**src/rtl/rr_arb_pkg.sv**
```systemverilog
// Shared types and helpers for the round-robin one-hot arbiter.
package rr_arb_pkg;

  typedef enum logic {IDLE = 1'b0, GRANT = 1'b1} rr_state_e;

  localparam int MAX_REQ = 64;

  // Index width never collapses to zero, even for two requesters.
  function automatic int idx_width(input int n);
    return (n > 2) ? $clog2(n) : 1;
  endfunction

  function automatic int lowest_set_idx(input logic [MAX_REQ-1:0] v);
    int res;
    res = 0;
    for (int i = MAX_REQ - 1; i >= 0; i--) begin
      if (v[i]) res = i;
    end
    return res;
  endfunction

endpackage

```
**src/rtl/rr_prio_pick.sv**
```systemverilog
// Combinational round-robin picker: lowest request at or above ptr, else lowest overall.
module rr_prio_pick
  import rr_arb_pkg::*;
#(
  parameter int NUM_REQ = 8,
  parameter int IDX_W   = idx_width(NUM_REQ)
) (
  input  logic [NUM_REQ-1:0] req_i,
  input  logic [IDX_W-1:0]   ptr_i,
  output logic [NUM_REQ-1:0] pick_o,
  output logic [IDX_W-1:0]   pick_idx_o,
  output logic               any_o
);

  logic [NUM_REQ-1:0] w_mask;
  logic [NUM_REQ-1:0] w_masked;
  logic [NUM_REQ-1:0] w_src;

  for (genvar gi = 0; gi < NUM_REQ; gi++) begin : g_mask
    assign w_mask[gi] = (ptr_i <= IDX_W'(gi));
  end

  assign w_masked = req_i & w_mask;
  // Fall back to the unmasked vector when nothing remains above the pointer.
  assign w_src      = (|w_masked) ? w_masked : req_i;
  assign pick_o     = w_src & (~w_src + 1'b1);
  assign pick_idx_o = IDX_W'(lowest_set_idx(MAX_REQ'(w_src)));
  assign any_o      = |req_i;

endmodule

```
**src/rtl/rr_arb_onehot.sv**
```systemverilog
// Round-robin arbiter with a registered one-hot grant held under valid/ready.
// Define RR_ARB_IDX_EN to also expose the registered binary grant index.
module rr_arb_onehot
  import rr_arb_pkg::*;
#(
  parameter  int NUM_REQ = 8,
  localparam int IDX_W   = idx_width(NUM_REQ)
) (
  input  logic               clk_i,
  input  logic               rst_ni,
  input  logic [NUM_REQ-1:0] req_i,
  output logic [NUM_REQ-1:0] gnt_o,
  output logic               gnt_valid_o,
  input  logic               gnt_ready_i
`ifdef RR_ARB_IDX_EN
  ,output logic [IDX_W-1:0]  gnt_idx_o
`endif
);

  rr_state_e          r_state, w_state_next;
  logic [IDX_W-1:0]   r_ptr, w_ptr_next;
  logic [NUM_REQ-1:0] r_gnt, w_gnt_next;
  logic [IDX_W-1:0]   r_gnt_idx, w_gnt_idx_next;

  logic               w_hs;
  logic [IDX_W-1:0]   w_ptr_inc;
  logic [IDX_W-1:0]   w_pick_ptr;
  logic [NUM_REQ-1:0] w_pick;
  logic [IDX_W-1:0]   w_pick_idx;
  logic               w_any;

  assign w_hs      = (r_state == GRANT) && gnt_ready_i;
  assign w_ptr_inc = (r_gnt_idx == IDX_W'(NUM_REQ - 1)) ? '0 : r_gnt_idx + 1'b1;
  // On a handshake the re-pick already sees the advanced pointer, giving back-to-back grants.
  assign w_pick_ptr = w_hs ? w_ptr_inc : r_ptr;

  rr_prio_pick #(
    .NUM_REQ (NUM_REQ),
    .IDX_W   (IDX_W)
  ) u_pick (
    .req_i      (req_i),
    .ptr_i      (w_pick_ptr),
    .pick_o     (w_pick),
    .pick_idx_o (w_pick_idx),
    .any_o      (w_any)
  );

  always_comb begin
    w_state_next   = r_state;
    w_ptr_next     = r_ptr;
    w_gnt_next     = r_gnt;
    w_gnt_idx_next = r_gnt_idx;
    case (r_state)
      IDLE: begin
        if (w_any) begin
          w_state_next   = GRANT;
          w_gnt_next     = w_pick;
          w_gnt_idx_next = w_pick_idx;
        end
      end
      GRANT: begin
        if (w_hs) begin
          w_ptr_next = w_ptr_inc;
          if (w_any) begin
            w_gnt_next     = w_pick;
            w_gnt_idx_next = w_pick_idx;
          end else begin
            w_state_next   = IDLE;
            w_gnt_next     = '0;
            w_gnt_idx_next = '0;
          end
        end
      end
      default: begin
        w_state_next   = IDLE;
        w_gnt_next     = '0;
        w_gnt_idx_next = '0;
      end
    endcase
  end

  always_ff @(posedge clk_i or negedge rst_ni) begin
    if (!rst_ni) begin
      r_state   <= IDLE;
      r_ptr     <= '0;
      r_gnt     <= '0;
      r_gnt_idx <= '0;
    end else begin
      r_state   <= w_state_next;
      r_ptr     <= w_ptr_next;
      r_gnt     <= w_gnt_next;
      r_gnt_idx <= w_gnt_idx_next;
    end
  end

  assign gnt_o       = r_gnt;
  assign gnt_valid_o = (r_state == GRANT);
`ifdef RR_ARB_IDX_EN
  assign gnt_idx_o   = r_gnt_idx;
`endif

endmodule

```
**config.mk**
```make
export PLATFORM = sky130hd
export DESIGN_NAME = rr_arb_onehot
export DESIGN_NICKNAME = d
export VERILOG_FILES = /design/src/rtl/rr_arb_pkg.sv /design/src/rtl/rr_prio_pick.sv /design/src/rtl/rr_arb_onehot.sv
export SDC_FILE = /design/constraint.sdc
export NUM_CORES = 1
export LEC_CHECK = 0
export BUFFER_PORTS_ARGS = -buffer_cell sky130_fd_sc_hd__buf_2
export CAP_MARGIN = 0
export CORE_UTILIZATION = 51
export CTS_BUF_LIST = sky130_fd_sc_hd__clkbuf_2
export DETAILED_ROUTE_END_ITERATION = 8
export PLACE_DENSITY_LB_ADDON = 0.12
export SYNTH_ARGS = -nofsm -noshare
export SYNTH_HDL_FRONTEND = slang
export SYNTH_SLANG_ARGS = --single-unit
```
**constraint.sdc**
```tcl
create_clock -name clk_i -period 2.5 [get_ports clk_i]
set_input_delay 0.5 -clock clk_i [delete_from_list [all_inputs] [get_ports clk_i]]
set_output_delay 0.5 -clock clk_i [all_outputs]
set_load 0.02 [all_outputs]
```
==> results of run 1 <==
[how the worst max path moves through the flow]
stage,from,to,slack [ps]
2_1_floorplan,r_gnt_idx[0],r_gnt_idx[0],1
3_3_place_gp,r_gnt_idx[1],r_gnt_idx[0],-10
3_5_place_dp,r_gnt_idx[1],r_gnt_idx[0],-80
4_1_cts,r_gnt_idx[1],r_gnt_idx[1],-50
5_1_grt,r_gnt_idx[1],gnt_o[7],-180
6_report,r_gnt_idx[1],r_gnt_idx[1],-70
[per-stage QoR]
| stage | area (um2) | hold WS (ps) |
|---|---|---|
| finish | 1410 | 99.7 |
| global route | 1410 | 88.5 |
| CTS | 1380 | 94.8 |
| detailed placement | 1320 | 423 |
| global placement | 1320 | 415 |
| floorplan | 1090 | 204 |
[layout by cell type, fill, tap and decap left out, types with 4 or more instances in the layout]
cell type  netlist  routed
buf_2            0      19
nand2_1         17      17
inv_1            5       5
o21ai_1          3       4
nor2_1           5       5
dfrtp_1         15      15
o21ai_0          6       5
clkbuf_2         0       4
nand4_1          5       5
buf_4            0      23
[worst max-delay path: stages, from the launching register on]
cell and delay, ps:
dfrtp_1 410, ha_2 210, ha_4 270, nand3_2 60
or3_1 330, a311o_1 310, a2bb2oi_4 150, and4_4 280
a2111oi_4 100, buf_4 160, a22o_1 190
[per-layer routing]
metal	up-vias	track usage (%)	part of all wire (%)	wire length, um
li1	521	-	-	-
met1	508	35.9	43	1230
met2	42	45.1	49	1390
met3	6	4.91	6.9	198
met4	0	11.1	1.3	36
met5	-	0	0	0
[synthesized netlist by cell type, drive strengths merged]
library cell  count
nand4             5
o22ai             1
o21ai             9
o311ai            1
or3               1
and4              1
a311o             1
mux2i             1
inv               6
and3              2
a21boi            2
nor2              6
o211ai            2
ha                3
nor2b             1
o221ai            1
a21o              3
a22o              3
o21a              1
clkbuf            1
nand4b            1
a41o              1
and2              2
and4bb            1
a211oi            1
a21oi             3
a31oi             4
buf               2
or2               1
o31ai             3
nand2b            1
nor3              3
a2111oi           1
a2bb2oi           1
dfrtp            15
nand3             4
nand2            20
[layout make-up]
| type | count | area, um2 |
|---|---|---|
| clock buffers | 4 | 20.0 |
| fillers | 163 | 551 |
| inverters | 6 | 22.5 |
| multi-input cells | 91 | 692 |
| flip-flops and latches | 15 | 375 |
| well taps | 27 | 33.8 |
| repair buffers | 42 | 268 |
[logic make-up after synthesis]
logic type / after synthesis
adders and majority gates: 3
AOI/OAI and AO/OA: 38
DFF: 15
and+or+nand+nor: 49
muxes: 1
buffers and inverters: 9
[report_power, final]
group	switching, W	internal, W
registers	0.0000599	0.000329
clock network	0.0000761	0.0000424
logic	0.000542	0.000515
total	0.000678	0.000886
[state kept, by name, summed over array words and instances, names as in the netlist]
name / flops
r_ptr: 3
r_gnt_idx: 3
gnt_o: 8
gnt_valid_o: 1
[repair_timing]
item / in CTS / in global routing
setup buffers: 5 / 1
setup endpoints to repair: 5 / 11
pin swaps: 7 / 4
gates resized for setup: 2 / 4
==> results_dict.tcl, run 1 <==
set metrics [dict create \
    status "complete, but fails checks" \
    violations "setup timing" \
    grt_max_degree 16 \
    area_growth_pct 31.6 \
    nets 173 \
    min_path_type "in -> async" \
    remaining_drc_errors 0 \
    die_area_mm2 0.00229 \
    start_kind "flip-flop" \
    antenna_found_initial 0 \
    maxSlewViolCount 0 \
    instances_no_fill 185 \
    vias 1077 \
    antenna_left 0 \
    grt_pass1_vias 968 \
    max-vdd-ir-drop_mv 0.542 \
    setup_slack_ps -65.3 \
    synth_top_family_by_area "compound AO/OA/AOI/OAI gates" \
    rr_endpoint "r_gnt_idx[1]" \
    fmax_mhz 390 \
    clk_path_buf_depth 2 \
    yosys.area_share.adder_pct 3.50 \
    crit_type "reg -> reg" \
    synthMuxAreaShare_pct 2.10 \
    rrSetupSlack_ps -70 \
    hold_viol_final 0 \
    core_mm2 0.00196 \
    fin_crit_sh_pct 103 \
    synthTopCellsByArea "dfrtp_1 (35%), nand2_1 (6.0%), ha_1 (3.5%)" \
    max_slew_margin_pct 68.5 \
    postSynthCellCount 115 \
    ys_types 43 \
    diodes 0 \
    path_max_fanout 6 \
    cts-root-buf "clkbuf_2" \
    synthSimpleGateAreaFrac_pct 24.3 \
    rsz0062_at_grt "true" \
    pre_cts_ws_ps -82.7 \
    ctsHoldBuffers 0 \
    avgSynthCellArea_um2 9.32 \
    synth.net_count 129 \
    fin_crit_ps 2570 \
    first_pass_iters 4 \
    power_w 0.00156 \
    die_h_um 47.9 \
    fin_skew_ps 2.08 \
    die_w_um 47.9 \
    gr-usage-all-layers_pct 27.6 \
    hpwl_um 2100 \
    rr_worst_depth 10 \
    grt_pass1_wl_um 4260 \
    cts_tree "built" \
    netlist_area_mm2 0.00107 \
    start_util_pct 54.7 \
    grt-ovfl-total 0 \
    wl_per_cell_um 15.4 \
    leakage_nw 0.673 \
    synthXorXnorAreaFrac_pct 0 \
    worstReg2RegStart "r_gnt_idx[1]" \
    dp.cells 175 \
    place_congestion 0.882 \
    arrival_ps 2740 \
    cp.required_ps 2680 \
    cts.sinks 15 \
    vias_per_cell 5.82 \
    worstMarginPinSlew_ps 469 \
    synth_compound_area_share_pct 30.6 \
    clock_latency_ps 270 \
    cts-buffers-inserted 3 \
    synth_top_area_cell "dfrtp_1" \
    setup_violations 10 \
    yosysSeqAreaShare_pct 35.0 \
    drtIter0Drc 23 \
    layout-drive-gt1-share_pct 41.8 \
    portBuffers 19 \
    rows 16 \
    maxCapViolations 0 \
    num_io_pins 20 \
    clk_pin_slew_ps 140 \
    yosys.area.top_type_share_pct 35.0 \
    cts_max_level 1 \
    setup_tns_ps -330 \
    crit_path_end_kind "flip-flop" \
    wl_um 2850 \
    yosysWarnings 0 \
    power_density_mw_per_mm2 1110 \
    final_util_pct 71.9 \
    synth-seq-cells 15 \
]
(Power assumes the default switching activity.)
==> inputs of run 2 (changes only) <==
--- a/config.mk
+++ b/config.mk
@@ -7,7 +7,7 @@
 export LEC_CHECK = 0
 export BUFFER_PORTS_ARGS = -buffer_cell sky130_fd_sc_hd__buf_2
 export CAP_MARGIN = 0
-export CORE_UTILIZATION = 51
+export CORE_UTILIZATION = 55
 export CTS_BUF_LIST = sky130_fd_sc_hd__clkbuf_2
 export DETAILED_ROUTE_END_ITERATION = 8
 export PLACE_DENSITY_LB_ADDON = 0.12
==> constraint.sdc (replaced) <==
create_clock -name clk_i -period 3.2 [get_ports clk_i]
set_input_delay 0.64 -clock clk_i [delete_from_list [all_inputs] [get_ports clk_i]]
set_output_delay 0.64 -clock clk_i [all_outputs]
set_load 0.02 [all_outputs]
==> results_dict.tcl, run 2 (synthesis gave the netlist of run 1 again) <==
set metrics [dict create \
    diodes 0 \
    switching_share_pct 46.7 \
    area_growth_pct 11.9 \
    final_area_mm2 0.00120 \
    final_cell_mix "buf_2 (19), nand2_1 (17), dfrtp_1 (15)" \
    core_mm2 0.00178 \
    clk_pin_slew_ps 130 \
    wl_per_cell_um 14.9 \
    cts_max_level 1 \
    die_w_um 46.2 \
    crit_path_end_kind "flip-flop" \
    fin_skew_ps 4.57 \
    multiInputGateArea_um2 648 \
    drtIter0Drc 36 \
    rows 15 \
    power_density_mw_per_mm2 831 \
    vias 952 \
    grt_max_degree 16 \
    max-vdd-ir-drop_mv 0.545 \
    cts.sinks 15 \
    die_h_um 46.2 \
    first_pass_iters 4 \
    path_cells "ha_1 > ha_1 > nand3_1 > or3_1 > a311o_1 > a2bb2oi_4 > and4_4 > o21ai_0 > a31oi_1 > o211ai_1" \
    ctsHoldBuffers 0 \
    crit_type "reg -> reg" \
    post-cts-setup-buffers 0 \
    maxSlewViolCount 0 \
    arrival_ps 3070 \
    fmax_mhz 346 \
    start_kind "flip-flop" \
    start_util_pct 60.1 \
    path_common_cell "ha_1" \
    cpLargestDelayFamily "compound AO/OA/AOI/OAI gates" \
    cts-root-buf "clkbuf_2" \
    clkPwrFrac_pct 9.2 \
    vias_per_cell 5.91 \
    slowest_delay_ps 440 \
    status "finished clean" \
    wl_um 2400 \
    regArea_um2 375 \
    pwr-share-comb_pct 60.0 \
    clk_path_buf_depth 2 \
    fin_crit_sh_pct 90.2 \
    place_congestion 0.837 \
    layout_commonest_cell "buf_2" \
    leakage_nw 0.563 \
    grt_pass1_wl_um 3830 \
    setup_tns_ps 0 \
    hpwl_um 1920 \
    clock_latency_ps 290 \
    power.internal_w 0.000531 \
    cts-buffers-inserted 3 \
    layout-drive-gt1-share_pct 27.9 \
    antenna_left 0 \
    remaining_drc_errors 0 \
    gr-usage-all-layers_pct 27.1 \
    crit_slowest_cell "dfrtp_1" \
    power_frac_seq_pct 30.7 \
    p_sw_w 0.000466 \
    die_area_mm2 0.00213 \
    rsz0062_at_grt "false" \
    min_path_type "in -> async" \
    maxCapViolations 0 \
    grt-ovfl-total 0 \
    antenna_found_initial 0 \
    nFillCells 145 \
    fin_crit_ps 2890 \
    largest_reg_flops 8 \
    hold_viol_final 0 \
    portBuffers 19 \
    setup_violations 0 \
    cp.required_ps 3380 \
    cts_resized 0 \
    num_io_pins 20 \
    nets 151 \
    grt_pass1_vias 821 \
    place_area_mm2 0.00118 \
    cts_tree "built" \
    max_slew_margin_pct 66.6 \
    crit_buf_inv 0 \
    path_max_fanout 8 \
    worstMarginPinSlew_ps 497 \
]
run 2: routing by layer:
layer	vias to the layer above	track usage, %	part of all wire [%]
li1	477	-	-
met1	442	35.3	47
met2	29	42.0	47
met3	4	9.02	4.9
met4	0	8.24	1.0
met5	-	0	0
run 2: layout make-up:
class	instances	share of cell area [%]
multi-input cells	91	54.0
flip-flops and latches	15	31.3
repair buffers	20	8.55
well taps	25	2.61
inverters	6	1.88
clock buffers	4	1.67
run 2: power by group through the flow:
stage	combinational, W	clock, W	sequential (W)
final	0.000599	0.0000919	0.000307
after global routing	0.000653	0.000107	0.000315
after CTS	0.000594	0.0000956	0.000307
after detailed placement	0.000593	0	0.000309
after global placement	0.000583	0	0.000307
after floorplan	0.000422	0	0.000342
run 2: worst paths after layout:
check	start	end	slack [ps]	cells after the start
hold reg to reg	gnt_o[5]	gnt_o[5]	500	2
min in group clk_i	gnt_o[5]	gnt_o[5]	500	2
max in group asynchronous	rst_ni	gnt_o[6]	2710	1
setup reg to reg	r_gnt_idx[0]	r_gnt_idx[0]	310	10
setup / recovery	r_gnt_idx[0]	r_gnt_idx[0]	310	10
hold / removal	rst_ni	r_ptr[0]	230	1
run 2: through the flow:
step / power [W] / util (%) / setup slack, ps / std cells / hold slack, ps
floorplan: 0.000764 / - / 505 / 115 / 344
global placement: 0.000890 / 66.2 / 435 / 157 / 459
detailed placement: 0.000902 / 66.2 / 365 / 157 / 458
finish: 0.000997 / 67.3 / 314 / 161 / 230
global route: 0.00108 / 67.3 / 174 / 161 / 220
CTS: 0.000997 / 67.3 / 335 / 161 / 223
==> inputs of run 3 (changes only) <==
--- a/config.mk
+++ b/config.mk
@@ -5,6 +5,7 @@
 export SDC_FILE = /design/constraint.sdc
 export NUM_CORES = 1
 export LEC_CHECK = 0
+export ABC_AREA = 1
 export BUFFER_PORTS_ARGS = -buffer_cell sky130_fd_sc_hd__buf_2
 export CAP_MARGIN = 0
 export CORE_UTILIZATION = 55
==> results_dict.tcl, run 3 <==
set metrics [dict create \
    cts_max_level 1 \
    yosys.area.top_type_share_pct 35.2 \
    clk_pin_slew_ps 160 \
    first_pass_iters 4 \
    maxCapViolations 0 \
    grt_use_met2_pct 41.7 \
    place_congestion 1.04 \
    area_growth_pct 14.1 \
    avgSynthCellArea_um2 6.63 \
    ys_types 21 \
    instances_no_fill 209 \
    start_util_pct 60.5 \
    dp.cells 205 \
    power_frac_seq_pct 33.1 \
    cts_tree "built" \
    clk_path_buf_depth 2 \
    start_kind "flip-flop" \
    nFillCells 169 \
    hold_viol_final 0 \
    remaining_drc_errors 0 \
    yosys-top-cells-count "nand2_1 (59), inv_1 (17), nand3_1 (17), dfrtp_1 (15), nor2_1 (13)" \
    fin_skew_ps 16.2 \
    rows 15 \
    status "finished clean" \
    async_flop_share_pct 100 \
    min_path_type "in -> async" \
    grt_pass1_wl_um 4130 \
    postSynthCellCount 161 \
    pwr-share-comb_pct 56.0 \
    regArea_um2 375 \
    p_sw_w 0.000419 \
    post-cts-setup-buffers 0 \
    setup_slack_ps 849 \
    cts-buffers-inserted 3 \
    clock_latency_ps 300 \
    gr-usage-all-layers_pct 27.5 \
    ctsHoldBuffers 0 \
    wl_um 2440 \
    synth.most_common_cell "nand2_1" \
    vias_per_cell 5.24 \
    arrival_ps 2540 \
    layout-drive-gt1-share_pct 23.9 \
    crit_slowest_cell "dfrtp_1" \
    fin_crit_sh_pct 73.5 \
    rsz0062_at_grt "false" \
    cts-root-buf "clkbuf_2" \
    antenna_found_initial 0 \
    nets 199 \
    layout_commonest_cell "nand2_1" \
    vias 1096 \
    core_mm2 0.00176 \
    netlist_area_mm2 0.00107 \
    final_cell_mix "nand2_1 (59), buf_2 (19), inv_1 (17), nand3_1 (17), dfrtp_1 (15)" \
    slowest_delay_ps 430 \
    cts_resized 0 \
    maxSlewViolCount 0 \
    setup_tns_ps 0 \
    die_area_mm2 0.00212 \
    portBuffers 19 \
    path_common_cell "nand2_1" \
    cts.sinks 15 \
    synth_enable_flop_cells 0 \
    path_cells "ha_1 > ha_1 > nand3_1 > nand2_2 > inv_2 > nand2_1 > nand2_1 > nand2_1 > nand3_2 > nor2_4 > nand2_2 > nand2_2 > inv_2 > nand2_1 > nor2_1 > nand2_1 > nand2_1" \
    grt_pass1_vias 964 \
    synth.net_count 175 \
    synth-seq-cells 15 \
    busiest_layer "met2" \
    crit_type "reg -> reg" \
    crit_path_end_kind "flip-flop" \
    die_h_um 46.1 \
    die_w_um 46.1 \
    yosysSeqAreaShare_pct 35.2 \
    clkPwrFrac_pct 10.9 \
    synth-main-ff-cell "dfrtp_1" \
    antenna_left 0 \
    multiInputGateArea_um2 613 \
    max_slew_margin_pct 75.2 \
    num_io_pins 20 \
    synthTopCellsByArea "dfrtp_1 (35%), nand2_1 (21%), nand3_1 (8.0%)" \
    grt-ovfl-total 0 \
    drtIter0Drc 40 \
    grtUsageMet1_pct 38.4 \
    path_max_fanout 8 \
    leakage_nw 0.708 \
    max-vdd-ir-drop_mv 0.353 \
    hpwl_um 1960 \
    power_density_mw_per_mm2 695 \
    yosysWarnings 0 \
    met3_usage_pct 3.53 \
    grt_max_degree 16 \
    setup_violations 0 \
    pre_cts_ws_ps 874 \
    crit_buf_inv 2 \
    worstMarginPinSlew_ps 372 \
    switching_share_pct 49.6 \
    power.internal_w 0.000427 \
    fin_crit_ps 2350 \
    largest_reg_flops 8 \
    synth_top_area_cell "dfrtp_1" \
    cp.required_ps 3390 \
    cpLargestDelayFamily "simple AND/OR/NAND/NOR gates" \
    wl_per_cell_um 11.7 \
    fmax_mhz 425 \
    diodes 0 \
]
run 3: cell count changes in the layout (fill, tap and decap cells not counted), sizes merged, moves of 3 or more:
cell	change
inv	+13
nor3	-3
a22o	-3
nand3	+15
a21o	-3
nor2	+10
nand2	+51
a31oi	-3
o31ai	-3
run 3: logic make-up after synthesis:
| logic type | synth area share, % |
|---|---|
| buffers and inverters | 7.39 |
| AND/OR/NAND/NOR | 48.4 |
| flip-flops | 35.2 |
| AO/OA/AOI/OAI | 5.51 |
| adder cells (fa/ha/maj) | 3.52 |
run 3: worst paths after layout:
kind / start / to / slack [ps] / depth (start not counted)
max: r_gnt_idx[0] / r_gnt_idx[0] / 850 / 17
min: rst_ni / r_gnt_idx[2] / 210 / 1
max reg2reg: r_gnt_idx[0] / r_gnt_idx[0] / 850 / 17
min reg2reg: gnt_o[7] / gnt_o[7] / 500 / 2
max in group asynchronous: rst_ni / r_gnt_idx[1] / 2720 / 1
min in group clk_i: gnt_o[7] / gnt_o[7] / 500 / 2
run 3: power by group through the flow:
stage                     Clock [W]  Combinational, W  Sequential (W)
after floorplan                   0          0.000318        0.000312
after global placement            0          0.000458        0.000282
after detailed placement          0          0.000469        0.000284
after CTS                 0.0000939          0.000471        0.000281
after global routing       0.000105          0.000534        0.000289
final                     0.0000923          0.000474        0.000280
run 3: per-stage QoR:
step                utilization [%]  hold WS [ps]  instance area [um2]  power, W
detailed placement             67.9           463                 1200  0.000754
CTS                            69.0           221                 1220  0.000846
finish                         69.0           211                 1220  0.000846
global placement               67.9           461                 1200  0.000740
global route                   69.0           221                 1220  0.000928
floorplan                         -           344                 1070  0.000630
run 3: final cells by class:
class                      instances  share of cell area, %
multi-input combinational        125                   50.4
sequential                        15                   30.8
timing repair buffer              20                   8.43
inverter                          20                   6.17
tap                               25                   2.57
clock buffer                       3                   1.23
clock inverter                     1                  0.411
run 3: layer usage:
| layer | part of all wire (%) | vias up |
|---|---|---|
| li1 | - | 553 |
| met1 | 45 | 492 |
| met5 | 0 | - |
| met2 | 45 | 44 |
| met3 | 6.9 | 7 |
| met4 | 2.4 | 0 |
